<file path="src/rtl/button_debouncer_pkg.sv">
// ---------------------------------------------------------------------------
// button_debouncer_pkg
//   Shared definitions for the button debouncer:
//     - stable_cycles(freq, ms): clock cycles an input must hold before the
//       filtered output follows it (64-bit math, clamped to at least 1).
//     - cnt_width(n): bits needed for a counter that reaches n-1 (sized n+1).
//     - chan_state_e: per-channel filter state.
// ---------------------------------------------------------------------------
package button_debouncer_pkg;

    // STABLE: synchronised input equals the filtered output.
    // SETTLING: they differ and the stability timer is running.
    typedef enum logic {
        STABLE   = 1'b0,
        SETTLING = 1'b1
    } chan_state_e;

    function automatic int unsigned stable_cycles(input longint unsigned freq,
                                                  input longint unsigned ms);
        longint unsigned n;
        n = (freq / 64'd1000) * ms;
        if (n == 64'd0) begin
            n = 64'd1;
        end
        return n[31:0];
    endfunction

    function automatic int unsigned cnt_width(input int unsigned n);
        return $clog2(n + 32'd1);
    endfunction

endpackage

</file>
<file path="src/rtl/debounce_channel.sv">
// ---------------------------------------------------------------------------
// debounce_channel
//   One debounced input: 2-flop synchroniser, stability counter, registered
//   output and optional one-cycle edge strobes.
//   Optional feature macro: BUTTON_DEBOUNCER_EDGE_PULSE_EN builds the strobe
//   registers; otherwise rise_o/fall_o are constant 0.
// Ports:
//   clock       - sole clock
//   reset       - synchronous, active-high
//   raw_i       - asynchronous, bouncing pin level
//   debounced_o - filtered level (registered)
//   rise_o      - one-cycle strobe when debounced_o goes 0->1
//   fall_o      - one-cycle strobe when debounced_o goes 1->0
// Handshake: none; a level input and level/strobe outputs, no valid/ready.
// ---------------------------------------------------------------------------
module debounce_channel
    import button_debouncer_pkg::*;
#(
    parameter int unsigned STABLE_CYCLES = 1,
    parameter logic        INIT          = 1'b0
) (
    input  logic clock,
    input  logic reset,
    input  logic raw_i,
    output logic debounced_o,
    output logic rise_o,
    output logic fall_o
);

    localparam int unsigned      CW   = cnt_width(STABLE_CYCLES);
    localparam logic [CW-1:0]    LAST = CW'(STABLE_CYCLES - 1);

    logic          sync1_q;
    logic          sync2_q;
    logic          deb_q, deb_d;
    logic [CW-1:0] cnt_q, cnt_d;
    chan_state_e   state;
    logic          expire;

    // Synchroniser flops reset to INIT so the filter sees no false
    // transition in the cycles right after reset.
    always_ff @(posedge clock) begin
        if (reset) begin
            sync1_q <= INIT;
            sync2_q <= INIT;
            deb_q   <= INIT;
            cnt_q   <= '0;
        end else begin
            sync1_q <= raw_i;
            sync2_q <= sync1_q;
            deb_q   <= deb_d;
            cnt_q   <= cnt_d;
        end
    end

    // The state is fully determined by comparing the synchronised input
    // with the filtered output; any return to equality clears the counter,
    // so glitches shorter than STABLE_CYCLES never reach the output.
    always_comb begin
        state  = (sync2_q != deb_q) ? SETTLING : STABLE;
        expire = (state == SETTLING) && (cnt_q == LAST);
        deb_d  = deb_q;
        cnt_d  = '0;
        if (state == SETTLING) begin
            if (expire) begin
                deb_d = sync2_q;
            end else begin
                cnt_d = cnt_q + 1'b1;
            end
        end
    end

    assign debounced_o = deb_q;

`ifdef BUTTON_DEBOUNCER_EDGE_PULSE_EN
    logic rise_q;
    logic fall_q;

    // Strobes are set on the same edge that updates deb_q, so they are
    // high exactly in the first cycle the new level is visible.
    always_ff @(posedge clock) begin
        if (reset) begin
            rise_q <= 1'b0;
            fall_q <= 1'b0;
        end else begin
            rise_q <= expire & sync2_q;
            fall_q <= expire & ~sync2_q;
        end
    end

    assign rise_o = rise_q;
    assign fall_o = fall_q;
`else
    assign rise_o = 1'b0;
    assign fall_o = 1'b0;
`endif

endmodule

</file>
<file path="src/rtl/button_debouncer.sv">
// ---------------------------------------------------------------------------
// button_debouncer
//   Multi-channel input conditioner for push-buttons, switches and external
//   reset pins. Each channel is synchronised and then filtered so its output
//   changes only after the input has been stable for DEBOUNCE_MS.
//   Optional feature macro: BUTTON_DEBOUNCER_EDGE_PULSE_EN enables the
//   rise_pulse/fall_pulse strobes; when undefined they read constant 0 and
//   the debounced behaviour is unchanged.
// Ports:
//   clock      - sole clock (CLOCK_FREQUENCY Hz)
//   reset      - synchronous, active-high
//   raw_input  - WIDTH asynchronous pin levels
//   debounced  - WIDTH filtered levels (registered)
//   rise_pulse - WIDTH one-cycle strobes on debounced 0->1
//   fall_pulse - WIDTH one-cycle strobes on debounced 1->0
// ---------------------------------------------------------------------------
module button_debouncer
    import button_debouncer_pkg::*;
#(
    parameter int unsigned      WIDTH           = 3,
    parameter int unsigned      CLOCK_FREQUENCY = 50000000,
    parameter int unsigned      DEBOUNCE_MS     = 10,
    parameter logic [WIDTH-1:0] INIT_VALUE      = '0
) (
    input  logic             clock,
    input  logic             reset,
    input  logic [WIDTH-1:0] raw_input,
    output logic [WIDTH-1:0] debounced,
    output logic [WIDTH-1:0] rise_pulse,
    output logic [WIDTH-1:0] fall_pulse
);

    localparam int unsigned STABLE_CYCLES =
        stable_cycles(64'(CLOCK_FREQUENCY), 64'(DEBOUNCE_MS));

    for (genvar i = 0; i < WIDTH; i++) begin : g_chan
        debounce_channel #(
            .STABLE_CYCLES (STABLE_CYCLES),
            .INIT          (INIT_VALUE[i])
        ) u_chan (
            .clock       (clock),
            .reset       (reset),
            .raw_i       (raw_input[i]),
            .debounced_o (debounced[i]),
            .rise_o      (rise_pulse[i]),
            .fall_o      (fall_pulse[i])
        );
    end

endmodule
</file>
<file path="config.mk">
export PLATFORM = sky130hd
export DESIGN_NAME = button_debouncer
export DESIGN_NICKNAME = d
export VERILOG_FILES = /design/src/rtl/button_debouncer_pkg.sv /design/src/rtl/debounce_channel.sv /design/src/rtl/button_debouncer.sv
export SDC_FILE = /design/constraint.sdc
export NUM_CORES = 1
export LEC_CHECK = 0
export BUFFER_PORTS_ARGS = -buffer_cell sky130_fd_sc_hd__buf_4
export CORE_ASPECT_RATIO = 1.25
export CORE_MARGIN = 1
export CORE_UTILIZATION = 55
export DETAILED_ROUTE_END_ITERATION = 6
export PLACE_DENSITY_LB_ADDON = 0.05
export SETUP_SLACK_MARGIN = 0.3
export SLEW_MARGIN = 20
export SYNTH_ARGS = -nofsm -noshare
export SYNTH_HDL_FRONTEND = slang
export SYNTH_SLANG_ARGS = --single-unit
</file>
<file path="constraint.sdc">
create_clock -name clock -period 3.5 [get_ports clock]
set_clock_uncertainty 0.1 [all_clocks]
set_input_delay 0.35 -clock clock [delete_from_list [all_inputs] [get_ports clock]]
set_output_delay 0.35 -clock clock [all_outputs]
set_load 0.01 [all_outputs]
</file>
## Word level (Yosys, flattened, before mapping)

Index checks and enable logic that the tools add are counted.

- Memories kept: 0
- ROM bits: 0
- Input bits: 5
- Bits in latches: 0
- Memory bits (writable): 0
- Register bits after elaboration: 66
- Output and inout port bits: 9

- Divide/modulo/power cells: 0
- Shifts and indexed selects: 0
- $mul: 0
- Reductions and logical operators: 9
- Equal/unequal tests: 6
- $lt $le $gt $ge: 0
- Bitwise logic cells: 3
- Muxes and demuxes: 3
- $add $sub $neg: 3

Operators with widths:

| kind | number |
|---|---|
| $add 19x1->19 const B | 3 |
| $eq 19x19->1 const B | 3 |
| $reduce_or 3->1 | 3 |
| $reduce_and 2->1 | 3 |
| $logic_and 1x1->1 | 3 |
| $mux 1 | 3 |
| $ne 1x1->1 | 3 |
| $not 1->1 | 3 |

## Longest topological paths before layout

- Depth after elaboration: 4
- Gate-level depth with buffers: 6
- Depth with buffers taken out: 5

## Hierarchy

Synthesis repeated with hierarchy kept, for this count alone.

- Cells, all modules: 342
- Area total of the unflattened synthesis: 2984.1 um2

By module, submodules not included:

| module | area each (um2) | times used | cells each | seq. area each (um2) |
|---|---|---|---|---|
| debounce_channel | 994.7 | 3 | 114 | 440.4 |

## Worst setup path before layout

OpenSTA, ideal clock, no wires.

- Path kind: reg2reg
- From: register g_chan[2].u_chan.cnt_q[7]
- To: register g_chan[2].u_chan.cnt_q[10]
- Stages on the path, launching flop included: 6
- Arrival time: 1.966 ns
- Period minus slack after synthesis: 2.181 ns
- Setup time: 0.115 ns
- Path slack: 1.319 ns
- Cell sequence: dfxtp_1 -> or4b_1 -> or4_4 -> o211ai_2 -> buf_4 -> nor2_1

- Cells in the longest elaborated chain, start to end: 3
- Elaborated cells on any way between the ends: 4

Ends and longest elaborated chain:

| item | line | RTL |
|---|---|---|
| start: declaration | debounce_channel.sv:36 | `logic [CW-1:0] cnt_q, cnt_d;` |
| start signal: assignment | debounce_channel.sv:52 | `cnt_q <= cnt_d;` |
| parallel branches: the longest is 3 deep, another holds $add 19x1->19 | -- |  |

Parallel ways; which one is timed is not known.
A chain may end at the register's enable or synchronous reset.

## Final worst setup path

- From: register g_chan[2].u_chan.cnt_q[7]
- To: register g_chan[2].u_chan.cnt_q[8]

The elaborated chain is that of the path after synthesis.

==> reports/qor.csv <==
metric,value,unit
DP HPWL,3.56,mm
Std-Cell Rows,29,
Mapped Cells,333,
crit share post-route,0.697,
RSZ-0062 raised after global routing,false,
clock transition at the registers of the reported paths,0.06,ns
slack of the critical path,1.06,ns
crit path launch,g_chan[2].u_chan.cnt_q[7],
reg2reg path depth,4,
Sw Share,0.208,
Slew Limit Fails,0,
vias in the first global route,2135,
CTS H-tree lvls,3,
Die Y,83.6,um
per-cell routed wire length,12.5,um
P&R area growth vs syn,8.21,%
Final Hold Viols,0,
kind of critical path,flip-flop to flip-flop,
register share of total power,0.571,
routed wire length,5.11,mm
layout cells sized above 1,0.0778,
global-route usage over all layers,0.207,
Critical Path Source Type,flip-flop,
crit path max fanout,19,
top post-synthesis cells by area,"dfxtp_1 (45%), xor2_1 (6.3%), nor2_1 (5.8%)",
initial antenna violation count,0,
Fmax,410,MHz
Root Driver,clkbuf_8,
Layout Utilization,0.619,
max-cap violations,0,
Die W,67.3,um
Yosys top cell by area,dfxtp_1,
Slew HR,0.480,
post-synthesis sequential area ratio,0.451,
clk buf depth,2,
required time of the critical path,3.59,ns
Post-CTS Hold Buffers,0,
postcts setup bufs,0,
"commonest non-fill, non-tap cells in the layout","dfxtp_1 (66), nor2_1 (45), nand3_1 (21), xor2_1 (21)",
Post-Syn Area,2930,sq um
Detailed Route Iter0 Violations,79,
total CTS buffers,9,
RePlAce Congestion,0.823,
internal cell power,1.05,mW
syn_area_per_cell,8.79,sq um
setup TNS,0,ns
Post-synth EDFFs,0,
post-route DRC violation count,0,
Worst Setup EP,g_chan[2].u_chan.cnt_q[8],
hold slack,0.128,ns
internal reg-to-reg setup slack,1.06,ns
DR pass1 iterations,4,
DR vias,2251,
Final nets,351,
largest net degree at the start of global routing,20,
clock network fraction of design power,0.414,
worst vdd ir,340,uV
Initial Util,0.572,
# diodes,0,
pre-CTS worst setup slack,1.04,ns
top_reg_cell synth,dfxtp_1,
post-cts sizing count,0,
I/O pin count,14,
number of synthesis warnings,0,
Congestion Overflow GR,0,
Yosys reg bits,66,
fin cells,409,
Die ar.,5620,sq um
CTS tree,done,
outcome,completed,
total net switching power,276,uW
asr flop ratio synth,0,
Placed Cells,394,
Fillers,443,
Setup-failing EPs final,0,
routed vias/inst,5.50,
first-pass GRT wire length,8.98,mm
post-synth top area share,0.451,
Core ar.,5120,sq um
clk_lat worst skew,0.33,ns
Worst setup EP type,flip-flop,
power density over the cells,419,nW/um^2
Antenna Violating Nets Remaining,0,
FF-to-FF End,g_chan[2].u_chan.cnt_q[8],
I/O Buffers,7,
Slew @ Worst Pin,0.777,ns
"commonest non-fill, non-tap cell in the layout",dfxtp_1,
crit path DAT,2.53,ns
"Distinct cells, synth",31,
clock sink total,66,
type of the tightest min-delay check,primary input to flip-flop,
leakage,0.998,nW
Final min period,2.44,ns
power share of the combinational group,0.015,
Worst R2R Start,g_chan[2].u_chan.cnt_q[7],
per-stage QoR:
stage	instance area, sq um	total power [mW]
global placement	3000	0.795
global route	3170	1.39
detailed placement	3000	0.795
CTS	3170	1.35
finish	3170	1.33
floorplan	2950	0.793
sequential cells by signal, indices dropped and copies added, names as in the netlist:
name                       flops
g_chan.u_chan.debounced_o      3
g_chan.u_chan.cnt_q           57
g_chan.u_chan.sync2_q          3
g_chan.u_chan.sync1_q          3
critical path: stages (launching register included):
cell,delay [ns]
dfxtp_1,0.35
or4b_1,0.52
or4_4,0.56
o211ai_2,0.66
nor2_1,0.11
how the worst min path moves through the flow:
stage | from | to | slack [ns] | cells after the start
global placement | g_chan[1].u_chan.sync1_q | g_chan[1].u_chan.sync2_q | 0.32 | 1
CTS | raw_input[0] | g_chan[0].u_chan.sync1_q | 0.12 | 2
floorplan | g_chan[0].u_chan.cnt_q[0] | g_chan[0].u_chan.cnt_q[0] | 0.31 | 1
global route | raw_input[0] | g_chan[0].u_chan.sync1_q | 0.12 | 2
detailed placement | g_chan[2].u_chan.sync1_q | g_chan[2].u_chan.sync2_q | 0.32 | 1
finish | raw_input[0] | g_chan[0].u_chan.sync1_q | 0.13 | 2
power by group through the flow:
| stage | combinational [mW] | sequential [mW] | clock [mW] |
|---|---|---|---|
| after floorplan | 0.0189 | 0.774 | 0 |
| after global placement | 0.0203 | 0.774 | 0 |
| after detailed placement | 0.0204 | 0.774 | 0 |
| after CTS | 0.0205 | 0.757 | 0.570 |
| after global routing | 0.0227 | 0.757 | 0.606 |
| final | 0.0202 | 0.757 | 0.549 |
area by class of cell:
cell class / instances / area, sq um / share of cell area
Clock buffer: 12 / 155 / 0.0490
Clock inverter: 3 / 15.0 / 0.00474
Inverter: 16 / 60.1 / 0.0190
Multi-Input combinational cell: 241 / 1470 / 0.464
Sequential cell: 66 / 1320 / 0.417
Tap cell: 62 / 77.6 / 0.0245
Timing Repair Buffer: 9 / 67.6 / 0.0213
per-layer routing:
metal / up-vias / global-route usage / share of wire
met3: 6 / 0.0765 / 0.037
met5: - / 0 / 0
met1: 1039 / 0.255 / 0.48
li1: 1179 / - / -
met4: 0 / 0.0890 / 0.012
met2: 27 / 0.315 / 0.47
cell usage after synthesis, types with 6 or more instances:
cell,instances
nor2_1,45
buf_4,10
o31ai_1,8
a21oi_1,18
nand2_1,16
nand4_1,15
and3_1,7
o21ai_0,9
or4_1,9
or3_1,9
nor2b_1,6
inv_1,16
nand3_1,21
dfxtp_1,66
xor2_1,21
xnor2_1,18
nor4_1,6
logic make-up after synthesis:
group	after synthesis	synth area share
other	1	0.00128
DFF	66	0.451
AOI/OAI and AO/OA	39	0.0791
and+or+nand+nor	154	0.286
adders and majority gates	3	0.0128
buffers and inverters	31	0.0526
xor gates and xnor gates	39	0.117
(Power assumes the default switching activity.)
